===== config.mk =====
export PLATFORM = sky130hd
export DESIGN_NAME = bemf_sequencer
export DESIGN_NICKNAME = d
export VERILOG_FILES = /design/src/rtl/bemf_pkg.sv /design/src/rtl/bemf_acc_bank.sv /design/src/rtl/bemf_sequencer.sv
export SDC_FILE = /design/constraint.sdc
export NUM_CORES = 1
export LEC_CHECK = 0
export BUFFER_PORTS_ARGS = -buffer_cell sky130_fd_sc_hd__clkbuf_2
export CORE_UTILIZATION = 40
export CTS_BUF_LIST = sky130_fd_sc_hd__clkbuf_4 sky130_fd_sc_hd__clkbuf_8
export DETAILED_ROUTE_END_ITERATION = 12
export GPL_ROUTABILITY_DRIVEN = 0
export PLACE_DENSITY = 0.68
export SYNTH_ARGS = -nofsm -noshare
export SYNTH_HDL_FRONTEND = slang
export SYNTH_HIERARCHICAL = 1
export SYNTH_SLANG_ARGS = --single-unit
export TNS_END_PERCENT = 1

===== constraint.sdc =====
create_clock -name clk -period 2.1 [get_ports clk]
set_clock_uncertainty 0.05 [all_clocks]
set_input_delay 0.315 -clock clk [delete_from_list [all_inputs] [get_ports clk]]
set_output_delay 0.315 -clock clk [all_outputs]
set_load 0.02 [all_outputs]

===== src/rtl/bemf_pkg.sv =====
// Shared widths, FSM state encoding and ADC channel encoding for the back-EMF sequencer.
package bemf_pkg;

  localparam int unsigned N_MOT       = 4;
  localparam int unsigned MOT_W       = 2;
  localparam int unsigned ADC_W       = 10;
  localparam int unsigned BEMF_W      = 20;
  localparam int unsigned UPD_LATENCY = 4;

  localparam logic SIDE_HIGH = 1'b1;
  localparam logic SIDE_LOW  = 1'b0;

  typedef enum logic [2:0] {
    ST_IDLE,
    ST_SETTLE,
    ST_REQ_H,
    ST_REQ_L,
    ST_ISSUE,
    ST_DRAIN
  } state_t;

  function automatic logic [MOT_W:0] adc_chan_enc(input logic [MOT_W-1:0] mot, input logic side);
    return {mot, side};
  endfunction

endpackage


===== src/rtl/bemf_acc_bank.sv =====
// Four 20-bit accumulators: one write port, per-motor clear (wins over write), combinational read, flat export.
module bemf_acc_bank
  import bemf_pkg::*;
(
  input  logic                    clk,
  input  logic                    rst,
  input  logic                    i_wr_en,
  input  logic [MOT_W-1:0]        i_wr_sel,
  input  logic [BEMF_W-1:0]       i_wr_data,
  input  logic [N_MOT-1:0]        i_clr,
  input  logic [MOT_W-1:0]        i_rd_sel,
  output logic [BEMF_W-1:0]       o_rd_data,
  output logic [N_MOT*BEMF_W-1:0] o_flat
);

  logic [BEMF_W-1:0] r_acc [N_MOT];

  always_ff @(posedge clk) begin
    if (rst) begin
      for (int unsigned m = 0; m < N_MOT; m++) r_acc[m] <= '0;
    end else begin
      for (int unsigned m = 0; m < N_MOT; m++) begin
        if (i_clr[m])
          r_acc[m] <= '0;
        else if (i_wr_en && i_wr_sel == MOT_W'(m))
          r_acc[m] <= i_wr_data;
      end
    end
  end

  assign o_rd_data = r_acc[i_rd_sel];

  always_comb begin
    o_flat = '0;
    for (int unsigned m = 0; m < N_MOT; m++) o_flat[m*BEMF_W +: BEMF_W] = r_acc[m];
  end

endmodule


===== src/rtl/bemf_sequencer.sv =====
// Sweeps motors 0..3 per trigger: settle, convert high then low side, issue one update beat per motor.
module bemf_sequencer
  import bemf_pkg::*;
#(
  parameter int unsigned SETTLE_CYCLES = 16,
  parameter int unsigned ADC_TIMEOUT   = 255
) (
  input  logic                    clk,
  input  logic                    rst,
  input  logic                    meas_trigger,
  output logic                    adc_req,
  output logic [MOT_W:0]          adc_chan,
  input  logic                    adc_ack,
  input  logic [ADC_W-1:0]        adc_data,
  input  logic [N_MOT*BEMF_W-1:0] bemf_calib_flat,
  output logic [ADC_W-1:0]        bemf_adc_h,
  output logic [ADC_W-1:0]        bemf_adc_l,
  output logic [MOT_W-1:0]        mot_sel,
  output logic                    upd_valid,
  output logic [BEMF_W-1:0]       bemf_acc,
  output logic [BEMF_W-1:0]       bemf_calib,
  input  logic                    wb_valid,
  input  logic [MOT_W-1:0]        wb_mot_sel,
  input  logic [BEMF_W-1:0]       wb_bemf,
  input  logic [N_MOT-1:0]        bemf_clear,
  output logic [N_MOT*BEMF_W-1:0] bemf_flat,
  output logic                    busy,
  output logic                    sweep_done,
  output logic [N_MOT-1:0]        err_timeout,
  output logic                    err_overrun
);

  localparam int unsigned TMR_W = $clog2(ADC_TIMEOUT + 1);
  localparam logic [TMR_W-1:0] TMR_LAST = TMR_W'(ADC_TIMEOUT - 1);
  localparam logic [7:0] SETTLE_LOAD = 8'(SETTLE_CYCLES - 1);
  localparam logic [MOT_W-1:0] LAST_MOT = MOT_W'(N_MOT - 1);

  state_t             r_state;
  logic [MOT_W-1:0]   r_mot;
  logic [7:0]         r_settle;
  logic [TMR_W-1:0]   r_tmr;
  logic [ADC_W-1:0]   r_h;
  logic [2:0]         r_out;
  logic               r_adc_req;
  logic [MOT_W:0]     r_adc_chan;
  logic [ADC_W-1:0]   r_bemf_adc_h;
  logic [ADC_W-1:0]   r_bemf_adc_l;
  logic [MOT_W-1:0]   r_mot_sel;
  logic               r_upd_valid;
  logic [BEMF_W-1:0]  r_bemf_acc;
  logic [BEMF_W-1:0]  r_bemf_calib;
  logic               r_sweep_done;
  logic [N_MOT-1:0]   r_err_timeout;
  logic               r_err_overrun;

  logic [BEMF_W-1:0]  w_acc_rd;
  logic [BEMF_W-1:0]  w_calib;
  logic               w_issue;

  bemf_acc_bank u_bank (
    .clk       (clk),
    .rst       (rst),
    .i_wr_en   (wb_valid),
    .i_wr_sel  (wb_mot_sel),
    .i_wr_data (wb_bemf),
    .i_clr     (bemf_clear),
    .i_rd_sel  (r_mot),
    .o_rd_data (w_acc_rd),
    .o_flat    (bemf_flat)
  );

  assign w_calib = bemf_calib_flat[r_mot*BEMF_W +: BEMF_W];
  assign w_issue = (r_state == ST_ISSUE);

  // Beat outputs are loaded on the edge entering ISSUE so they are valid during the ISSUE cycle.
  always_ff @(posedge clk) begin
    if (rst) begin
      r_state       <= ST_IDLE;
      r_mot         <= '0;
      r_settle      <= '0;
      r_tmr         <= '0;
      r_h           <= '0;
      r_adc_req     <= 1'b0;
      r_adc_chan    <= '0;
      r_bemf_adc_h  <= '0;
      r_bemf_adc_l  <= '0;
      r_mot_sel     <= '0;
      r_upd_valid   <= 1'b0;
      r_bemf_acc    <= '0;
      r_bemf_calib  <= '0;
      r_sweep_done  <= 1'b0;
      r_err_timeout <= '0;
      r_err_overrun <= 1'b0;
    end else begin
      r_sweep_done <= 1'b0;
      r_upd_valid  <= 1'b0;
      if (meas_trigger && (r_state != ST_IDLE || r_sweep_done)) r_err_overrun <= 1'b1;

      case (r_state)
        ST_IDLE: begin
          if (meas_trigger && !r_sweep_done) begin
            r_mot    <= '0;
            r_settle <= SETTLE_LOAD;
            r_state  <= ST_SETTLE;
          end
        end
        ST_SETTLE: begin
          if (r_settle == '0) begin
            r_adc_req  <= 1'b1;
            r_adc_chan <= adc_chan_enc(r_mot, SIDE_HIGH);
            r_tmr      <= '0;
            r_state    <= ST_REQ_H;
          end else begin
            r_settle <= r_settle - 8'd1;
          end
        end
        ST_REQ_H, ST_REQ_L: begin
          // REQ_L enters with adc_req low for one cycle, then raises the low-side request.
          if (r_state == ST_REQ_L && !r_adc_req) begin
            r_adc_req  <= 1'b1;
            r_adc_chan <= adc_chan_enc(r_mot, SIDE_LOW);
            r_tmr      <= '0;
          end else if (adc_ack) begin
            r_adc_req <= 1'b0;
            if (r_state == ST_REQ_H) begin
              r_h     <= adc_data;
              r_state <= ST_REQ_L;
            end else begin
              r_bemf_adc_h <= r_h;
              r_bemf_adc_l <= adc_data;
              r_mot_sel    <= r_mot;
              r_bemf_acc   <= w_acc_rd;
              r_bemf_calib <= w_calib;
              r_upd_valid  <= 1'b1;
              r_state      <= ST_ISSUE;
            end
          end else if (r_tmr == TMR_LAST) begin
            r_adc_req            <= 1'b0;
            r_err_timeout[r_mot] <= 1'b1;
            if (r_mot == LAST_MOT) begin
              r_state <= ST_DRAIN;
            end else begin
              r_mot    <= r_mot + 2'd1;
              r_settle <= SETTLE_LOAD;
              r_state  <= ST_SETTLE;
            end
          end else begin
            r_tmr <= r_tmr + 1'b1;
          end
        end
        ST_ISSUE: begin
          if (r_mot == LAST_MOT) begin
            r_state <= ST_DRAIN;
          end else begin
            r_mot    <= r_mot + 2'd1;
            r_settle <= SETTLE_LOAD;
            r_state  <= ST_SETTLE;
          end
        end
        ST_DRAIN: begin
          if (r_out == '0) begin
            r_sweep_done <= 1'b1;
            r_state      <= ST_IDLE;
          end
        end
        default: r_state <= ST_IDLE;
      endcase
    end
  end

  always_ff @(posedge clk) begin
    if (rst)
      r_out <= '0;
    else if (w_issue && !wb_valid)
      r_out <= r_out + 3'd1;
    else if (!w_issue && wb_valid)
      r_out <= r_out - 3'd1;
  end

  assign adc_req     = r_adc_req;
  assign adc_chan    = r_adc_chan;
  assign bemf_adc_h  = r_bemf_adc_h;
  assign bemf_adc_l  = r_bemf_adc_l;
  assign mot_sel     = r_mot_sel;
  assign upd_valid   = r_upd_valid;
  assign bemf_acc    = r_bemf_acc;
  assign bemf_calib  = r_bemf_calib;
  assign busy        = (r_state != ST_IDLE);
  assign sweep_done  = r_sweep_done;
  assign err_timeout = r_err_timeout;
  assign err_overrun = r_err_overrun;

endmodule


==> impl_metrics.env, run 1 <==
export IMPL_max_slew_margin_pct=18.5
export IMPL_dp_cells=1293
export IMPL_wirelength_um=24900
export IMPL_syn2layout_area_growth_pct=27.0
export IMPL_dieArea_um2=21600
export IMPL_syn_num_nets=900
export IMPL_ant_nets=0
export IMPL_grt_met2_usage_pct=39.2
export IMPL_max_slew_worst_pin_slew_ps=1220
export IMPL_reg2regPathDepth=6
export IMPL_drv_cap=0
export IMPL_p_leak_nw=4.17
export IMPL_final_cell_count_no_fill=1326
export IMPL_cts_sinks=187
export IMPL_crit_buf_inv=2
export IMPL_slowest_delay_ps=480
export IMPL_drt_vias_per_instance=5.37
export IMPL_postSynthCellCount=769
export IMPL_synth_seq_cells=187
export IMPL_synthSimpleGateAreaFrac_pct=20.5
export IMPL_die_w_um=147
export IMPL_grt_util_met1_pct=29.4
export IMPL_fillers=1912
export IMPL_cts_root_buf="clkbuf_8"
export IMPL_io_pins=275
export IMPL_hp_start="adc_data[1]"
export IMPL_grt_max_degree=62
export IMPL_initial_core_util_pct=41.1
export IMPL_path_cells="inv_2 > buf_4 > or4_4 > and4b_1 > or4b_1 > a21oi_1"
export IMPL_synthTopCellsByArea="edfxtp_1, dfxtp_1, mux4_2, nor3b_1, nand2_1"
export IMPL_hold_end="r_h[1]"
export IMPL_cts_setup_buffers=0
export IMPL_cts_buffer_depth=2
export IMPL_worst_setup_path_end_kind="register"
export IMPL_setup_slack_ps=83.3
export IMPL_nNetsFinal=1174
export IMPL_cts_buffers=17
export IMPL_reg2reg_slack_ps=80
export IMPL_synth_area_leader_cell="edfxtp_1"
export IMPL_crit_family="simple AND/OR/NAND/NOR gates"
export IMPL_seq_power_share_pct=46.3
export IMPL_syn_avg_cell_area_um2=10.9
export IMPL_worstPathArrival_ps=2350
export IMPL_final_common_cell="clkbuf_2"
export IMPL_grt_overflow_total=0
export IMPL_use_met3_pct=5.96
export IMPL_hold_viol=0
export IMPL_p_int_mw=6.12
export IMPL_yosysTopAreaCellShare_pct=28.6
export IMPL_rsz0062_at_grt="yes"
export IMPL_seq_area_um2=4550
export IMPL_antenna_found_initial=2
export IMPL_synthAdderAreaFrac_pct=1.58
export IMPL_utilization_pct=52.2
export IMPL_place_area_um2=10200
export IMPL_drt_iter0_drc=373
export IMPL_layout_common_cells="clkbuf_2, nand2_1, dfxtp_1, a21oi_1"
export IMPL_synth_compound_area_share_pct=8.78
export IMPL_drt_pre_antenna_iters=5
export IMPL_p_clk_share_pct=26.9
export IMPL_hold_depth=3
export IMPL_ir_drop_uv=402
export IMPL_cts_tree="built"
export IMPL_min_period_ps=2020
export IMPL_rr_endpoint="r_state[0]"
export IMPL_hp_class="in -> reg"
export IMPL_worstPathMaxFanout=5
export IMPL_fin_tns_setup_ps=0
export IMPL_layout_drive_gt1_share_pct=37.8
export IMPL_grt_pass1_wl_um=38400
export IMPL_drc=0
export IMPL_grt_busiest_layer="met2"
export IMPL_seq_area_frac_synth_pct=54.2
export IMPL_clk_latency_ps=460
export IMPL_core_region_area_um2=20400
export IMPL_setup_viol=0
export IMPL_power_mw=9.17
export IMPL_report_final_slew_viol_count=0
export IMPL_cp_num_cells=6
export IMPL_multi_input_area_um2=3630
export IMPL_synthArstFlopShare_pct=0
export IMPL_worstReg2RegStart="r_state[2]"
export IMPL_grt_usage_pct=23.2
export IMPL_startpoint_type="register"
export IMPL_synth_area_mux_share_pct=11.1
export IMPL_dp_final_hpwl_um=17800
export IMPL_power_frac_comb_pct=26.8
export IMPL_status="complete, no violations"
export IMPL_final_area_um2=10700
export IMPL_yosysWarningCount=6
export IMPL_crit_slowest_cell="or4_4"
export IMPL_ys_flop_type="dfxtp_1"
export IMPL_worstSetupPathType="reg -> reg"
export IMPL_power_density_nw_per_um2=860
export IMPL_antenna_cells=0
export IMPL_row_count=52
export IMPL_grt_pass1_vias=6854
export IMPL_clkTransAtPathRegs_ps=110
export IMPL_syn_area_um2=8390
export IMPL_hold_slack_ps=43.1
export IMPL_portBuffers=274
export IMPL_fin_crit_sh_pct=96.0
export IMPL_dp_slack_ps=67.2
export IMPL_wl_per_cell_um=18.8
export IMPL_swShare_pct=33.2
export IMPL_critical_path_required_ps=2430
export IMPL_p_sw_mw=3.04
export IMPL_vias=7127
export IMPL_synth_top_family_by_area="simple AND/OR/NAND/NOR gates"
export IMPL_synth_xor_area_share_pct=0.835
export IMPL_yosysUniqueCellTypes=55
export IMPL_fmax_mhz=496
export IMPL_die_h_um=147
export IMPL_synth_edf_count=80
export IMPL_htree_levels=4
[worst max path at each step]
| stage | startpoint | endpoint |
|---|---|---|
| after detailed placement | r_state[2] | r_out[2] |
| after global routing | r_state[2] | r_state[0] |
| after floorplan | r_state[1] | r_out[2] |
| after global placement | r_state[2] | r_out[2] |
| final | r_state[2] | r_state[0] |
| after CTS | r_state[2] | r_out[2] |
[power groups by stage]
stage | Clock [mW] | Sequential [mW] | Combinational [mW]
finish | 2.47 | 4.25 | 2.45
global route | 2.70 | 4.29 | 2.71
CTS | 2.55 | 4.24 | 2.44
detailed placement | 0 | 4.32 | 2.42
global placement | 0 | 4.32 | 2.40
floorplan | 0 | 4.43 | 1.47
[synth_stat cells, types with 3 or more instances]
cell type and n:
dfxtp_1 107, xnor2_1 6, nand2_1 154, clkbuf_1 48
nand3_1 4, nor3b_1 81, a311o_1 5, nand2b_1 9
nor2_1 35, mux4_2 40, a211oi_1 5, edfxtp_1 80
buf_2 6, or2_2 3, mux2i_1 3, ha_1 9
inv_1 11, nor4_1 7, nand4_1 4, a31oi_1 4
o21ai_0 9, nor3_1 6, or3_1 4, a21oi_1 85
[layout make-up]
class	count	share of cell area [%]
repair buffers	310	15.8
clock buffers	17	2.20
inverters	12	0.423
multi-input cells	515	34.1
clock inverters	15	1.66
flip-flops and latches	187	42.7
well taps	270	3.17
[registers in the layout, indices dropped and copies added (netlist names)]
name,flops
u_bank/r_acc,80
bemf_acc,20
bemf_calib,20
bemf_adc_h,10
bemf_adc_l,10
r_h,10
r_settle,8
r_tmr,8
err_timeout,4
adc_chan,3
r_out,3
r_state,3
mot_sel,2
r_mot,2
adc_req,1
err_overrun,1
sweep_done,1
upd_valid,1
[kinds of logic after synthesis]
kind of cell / after synthesis
adder cells (fa/ha/maj): 10
multiplexers: 43
flip-flops: 187
AO/OA/AOI/OAI: 126
XOR/XNOR: 8
AND/OR/NAND/NOR: 328
buffers and inverters: 67
[worst min-delay path: cells and delay by family]
family | cells | cell delay, ps
buf+inv | 1 | 90
simple gates | 1 | 50
compound gates | 1 | 50
[metal layers]
layer  vias to the layer above  wire length [um]  share of wire, %
met4                         0               408               1.6
met3                        27              1950               7.8
met1                      3442             10300                42
li1                       3343                 -                 -
met2                       315             12200                49
met5                         -                 0                 0
[timing repair]
action	CTS	global route
setup endpoints to repair	0	16
hold endpoints to repair	1	0
hold buffers	1	0
resized for setup	0	7
(Power assumes the default switching activity.)
==> inputs of run 2 (changes only) <==
- RECOVER_POWER: unset -> 25
==> run 2 against run 1 <==
Net effect:
- sequential share of layout area increased by 0.12 points
- sequential power is essentially flat
- clock power hardly changed
- first-iteration DRC count is 5.6% higher
- count of clock-buffer cells in the layout stayed put
- setup slack barely moved
- total power down 0.11%
- sequential cell count did not move
- critical endpoint unchanged
- highest routed layer unchanged
==> impl_metrics.env, run 2 (synthesis results as in run 1) <==
export IMPL_regMostFlops="u_bank/r_acc"
export IMPL_p_leak_nw=4.15
export IMPL_p_sw_mw=3.04
export IMPL_final_area_um2=10600
export IMPL_initial_core_util_pct=41.1
export IMPL_die_h_um=147
export IMPL_setup_viol=0
export IMPL_syn2layout_area_growth_pct=26.7
export IMPL_grt_usage_pct=23.2
export IMPL_cts_buffers=17
export IMPL_rsz0062_at_grt="yes"
export IMPL_dp_final_hpwl_um=17800
export IMPL_grt_pass1_vias=6854
export IMPL_clkTransAtPathRegs_ps=110
export IMPL_worstPathArrival_ps=2350
export IMPL_swShare_pct=33.2
export IMPL_cts_root_buf="clkbuf_8"
export IMPL_largest_register_ffs=80
export IMPL_cts_sinks=187
export IMPL_layout_common_cells="clkbuf_2, nand2_1, dfxtp_1, a21oi_1"
export IMPL_hold_viol=0
export IMPL_seq_power_share_pct=46.4
export IMPL_drt_iter0_drc=394
export IMPL_power_frac_comb_pct=26.7
export IMPL_hp_class="in -> reg"
export IMPL_fin_tns_setup_ps=0
export IMPL_grt_overflow_total=0
export IMPL_p_clk_share_pct=26.9
export IMPL_vias=7105
export IMPL_drv_cap=0
export IMPL_final_common_cell="clkbuf_2"
export IMPL_drc=0
export IMPL_layout_drive_gt1_share_pct=37.1
export IMPL_fin_crit_sh_pct=96.0
export IMPL_grt_max_degree=62
export IMPL_worstPathMaxFanout=5
export IMPL_portBuffers=274
export IMPL_wirelength_um=24900
export IMPL_final_cell_count_no_fill=1326
export IMPL_grt_pass1_wl_um=38400
export IMPL_row_count=52
export IMPL_startpoint_type="register"
export IMPL_drt_vias_per_instance=5.36
export IMPL_p_int_mw=6.12
export IMPL_fmax_mhz=496
export IMPL_drt_pre_antenna_iters=5
export IMPL_place_area_um2=10200
export IMPL_hold_slack_ps=42.5
export IMPL_cts_buffer_depth=2
export IMPL_min_period_ps=2020
export IMPL_max_slew_margin_pct=19.7
export IMPL_clk_latency_ps=460
export IMPL_utilization_pct=52.0
export IMPL_nNetsFinal=1174
export IMPL_status="complete, no violations"
export IMPL_report_final_slew_viol_count=0
export IMPL_antenna_found_initial=2
export IMPL_htree_levels=4
export IMPL_cts_setup_buffers=0
export IMPL_dieArea_um2=21600
export IMPL_fillers=1918
export IMPL_antenna_cells=0
export IMPL_dp_cells=1293
export IMPL_max_slew_worst_pin_slew_ps=1200
export IMPL_worstSetupPathType="reg -> reg"
export IMPL_critical_path_required_ps=2430
export IMPL_worst_setup_path_end_kind="register"
export IMPL_power_density_nw_per_um2=861
export IMPL_die_w_um=147
export IMPL_wl_per_cell_um=18.8
export IMPL_core_region_area_um2=20400
export IMPL_ir_drop_uv=402
export IMPL_io_pins=275
export IMPL_ant_nets=0
export IMPL_cts_tree="built"
## run 2: worst max-delay path: stages (launching register included)
cell and delay [ps]:
dfxtp_1 360, inv_2 60, buf_4 160, or4_4 480, and4b_1 220, or4b_1 470
a21oi_1 150
## run 2: repair_timing
action | CTS | global route
hold endpoints to repair | 1 | 0
resized for setup | 0 | 7
hold buffers | 1 | 0
setup endpoints to repair | 0 | 16
## run 2: per-stage QoR
step	worst slack, ps	power (mW)
after detailed placement	67.2	6.74
final	83.2	9.16
after CTS	44.4	9.23
after floorplan	21.3	5.90
after global placement	92.7	6.72
after global routing	-12.0	9.68
## run 2: final cells by class
| class | instances | area, um2 | share of cell area (%) |
|---|---|---|---|
| Timing Repair Buffer | 310 | 1660 | 15.6 |
| Tap cell | 270 | 338 | 3.18 |
| Clock inverter | 15 | 176 | 1.66 |
| Multi-Input combinational cell | 515 | 3630 | 34.1 |
| Clock buffer | 17 | 234 | 2.20 |
| Sequential cell | 187 | 4550 | 42.8 |
| Inverter | 12 | 45.0 | 0.424 |
## run 2: layer usage
layer  vias up  wire length [um]  track usage, %
met4         0               407            6.61
met3        27              1940            5.96
met5         -                 0               0
met1      3420             10300            29.4
li1       3343                 -               -
met2       315             12200            39.2
## run 2: power by group through the flow
stage,clock [mW],sequential (mW),combinational (mW)
after floorplan,0,4.43,1.47
after global placement,0,4.32,2.40
after detailed placement,0,4.32,2.42
after CTS,2.55,4.24,2.44
after global routing,2.70,4.29,2.70
final,2.47,4.25,2.44
## run 2: final timing paths
| path | startpoint | endpoint | slack (ps) | cells after the start |
|---|---|---|---|---|
| worst max-delay path | r_state[2] | r_state[0] | 80 | 6 |
| worst min-delay path | adc_data[1] | r_h[1] | 40 | 3 |
| worst max register to register | r_state[2] | r_state[0] | 80 | 6 |
| worst min register to register | r_h[5] | bemf_adc_h[5] | 410 | 2 |
==> inputs of run 3 (changes only) <==
- HOLD_SLACK_MARGIN: unset -> 0.15
==> run 3 against run 2 <==
Net effect:
- critical path type unchanged
- fmax increased by 0.27%
- sequential share of layout area decreased by 0.38 points
- worst hold slack improved by 150 ps
==> impl_metrics.env, run 3 (synthesis results as in run 1) <==
export IMPL_layout_common_cells="clkbuf_2, nand2_1, dfxtp_1, a21oi_1"
export IMPL_p_clk_share_pct=26.9
export IMPL_initial_core_util_pct=41.1
export IMPL_worstSetupPathType="reg -> reg"
export IMPL_grt_pass1_vias=6916
export IMPL_power_frac_comb_pct=26.8
export IMPL_drt_vias_per_instance=5.37
export IMPL_fin_crit_sh_pct=95.8
export IMPL_p_leak_nw=4.18
export IMPL_hold_viol=0
export IMPL_dieArea_um2=21600
export IMPL_critical_path_required_ps=2430
export IMPL_regMostFlops="u_bank/r_acc"
export IMPL_reg2reg_slack_ps=90
export IMPL_max_slew_worst_pin_slew_ps=1220
export IMPL_ir_drop_uv=402
export IMPL_fmax_mhz=497
export IMPL_drv_cap=0
export IMPL_utilization_pct=52.5
export IMPL_swShare_pct=33.2
export IMPL_met3_length_um=1970
export IMPL_drt_iter0_drc=390
export IMPL_hp_start="wb_bemf[11]"
export IMPL_rr_endpoint="r_state[0]"
export IMPL_report_final_slew_viol_count=0
export IMPL_rsz0062_at_grt="yes"
export IMPL_p_sw_mw=3.04
export IMPL_drc=0
export IMPL_clk_latency_ps=460
export IMPL_syn2layout_area_growth_pct=27.8
export IMPL_seq_area_um2=4550
export IMPL_power_density_nw_per_um2=855
export IMPL_setup_slack_ps=88.6
export IMPL_hold_slack_ps=188
export IMPL_ant_nets=0
export IMPL_power_mw=9.17
export IMPL_die_h_um=147
export IMPL_cts_buffers=17
export IMPL_row_count=52
export IMPL_cts_tree="built"
export IMPL_layout_drive_gt1_share_pct=36.5
export IMPL_nNetsFinal=1185
export IMPL_fillers=1907
export IMPL_worst_setup_path_end_kind="register"
export IMPL_crit_path_start="r_state[2]"
export IMPL_hp_class="in -> reg"
export IMPL_hold_depth=2
export IMPL_worstPathMaxFanout=5
export IMPL_vias=7177
export IMPL_die_w_um=147
export IMPL_grt_max_degree=62
export IMPL_io_pins=275
export IMPL_grt_overflow_total=0
export IMPL_wl_met1_um=10300
export IMPL_grt_pass1_wl_um=38600
export IMPL_seq_power_share_pct=46.3
export IMPL_wirelength_um=25000
export IMPL_worstReg2RegStart="r_state[2]"
export IMPL_min_period_ps=2010
export IMPL_routed_top_layer="met4"
export IMPL_status="complete, no violations"
export IMPL_dp_final_hpwl_um=17800
export IMPL_met2WireLength_um=12200
export IMPL_dp_slack_ps=67.2
export IMPL_cts_buffer_depth=2
export IMPL_htree_levels=4
export IMPL_wl_per_cell_um=18.7
export IMPL_core_region_area_um2=20400
export IMPL_cts_sinks=187
export IMPL_startpoint_type="register"
export IMPL_reg2regPathDepth=6
export IMPL_antenna_found_initial=2
export IMPL_setup_viol=0
export IMPL_largest_register_ffs=80
export IMPL_final_cell_count_no_fill=1337
export IMPL_dp_cells=1293
export IMPL_worstPathArrival_ps=2340
export IMPL_hold_end="u_bank/r_acc[2][11]"
export IMPL_clkTransAtPathRegs_ps=110
export IMPL_cts_setup_buffers=0
export IMPL_portBuffers=274
export IMPL_multi_input_area_um2=3630
export IMPL_antenna_cells=0
export IMPL_final_common_cell="clkbuf_2"
export IMPL_drt_pre_antenna_iters=5
export IMPL_grt_usage_pct=23.3
export IMPL_max_slew_margin_pct=18.7
export IMPL_p_int_mw=6.13
export IMPL_cts_root_buf="clkbuf_8"
## run 3: cell types whose count changed in the layout (fill, tap and decap cells not counted)
cell	previous run	this run
buf_4	22	21
clkbuf_1	7	10
clkbuf_2	274	275
clkbuf_4	3	0
dlygate4sd3_1	1	12
## run 3: repair_timing
action,4_1_cts,5_1_grt
resized for setup,0,7
hold buffers,11,1
setup endpoints to repair,0,16
hold endpoints to repair,21,2
## run 3: routing by layer
| layer | vias up | track usage [%] |
|---|---|---|
| li1 | 3365 | - |
| met1 | 3457 | 29.4 |
| met2 | 323 | 39.5 |
| met3 | 32 | 5.93 |
| met4 | 0 | 6.61 |
| met5 | - | 0 |
## run 3: worst max-delay path: stages (launching register included)
cell and delay (ps):
dfxtp_1 360, inv_2 60, buf_4 160, or4_4 480, and4b_1 220, or4b_1 470, a21oi_1 150
## run 3: through the flow
step / setup TNS, ps / instance area (um2)
after global placement: 0 / 10200
after floorplan: 0 / 8400
final: 0 / 10700
after detailed placement: 0 / 10200
after CTS: 0 / 10700
after global routing: -22.7 / 10700
## run 3: layout make-up
cell class | count | share of cell area [%]
Clock buffer | 17 | 2.18
Clock inverter | 15 | 1.64
Inverter | 12 | 0.420
Multi-Input combinational cell | 515 | 33.8
Sequential cell | 187 | 42.4
Tap cell | 270 | 3.15
Timing Repair Buffer | 321 | 16.3
## run 3: how the worst max path moves through the flow
stage,end,cells after the start
2_1_floorplan,r_out[2],9
3_3_place_gp,r_out[2],8
3_5_place_dp,r_out[2],8
4_1_cts,r_out[2],8
5_1_grt,r_state[0],6
6_report,r_state[0],6
## run 3: power by group through the flow
stage | clock network (mW) | logic, mW | registers (mW)
finish | 2.46 | 2.46 | 4.25
CTS | 2.55 | 2.45 | 4.24
global route | 2.70 | 2.72 | 4.29
floorplan | 0 | 1.47 | 4.43
global placement | 0 | 2.40 | 4.32
detailed placement | 0 | 2.42 | 4.32
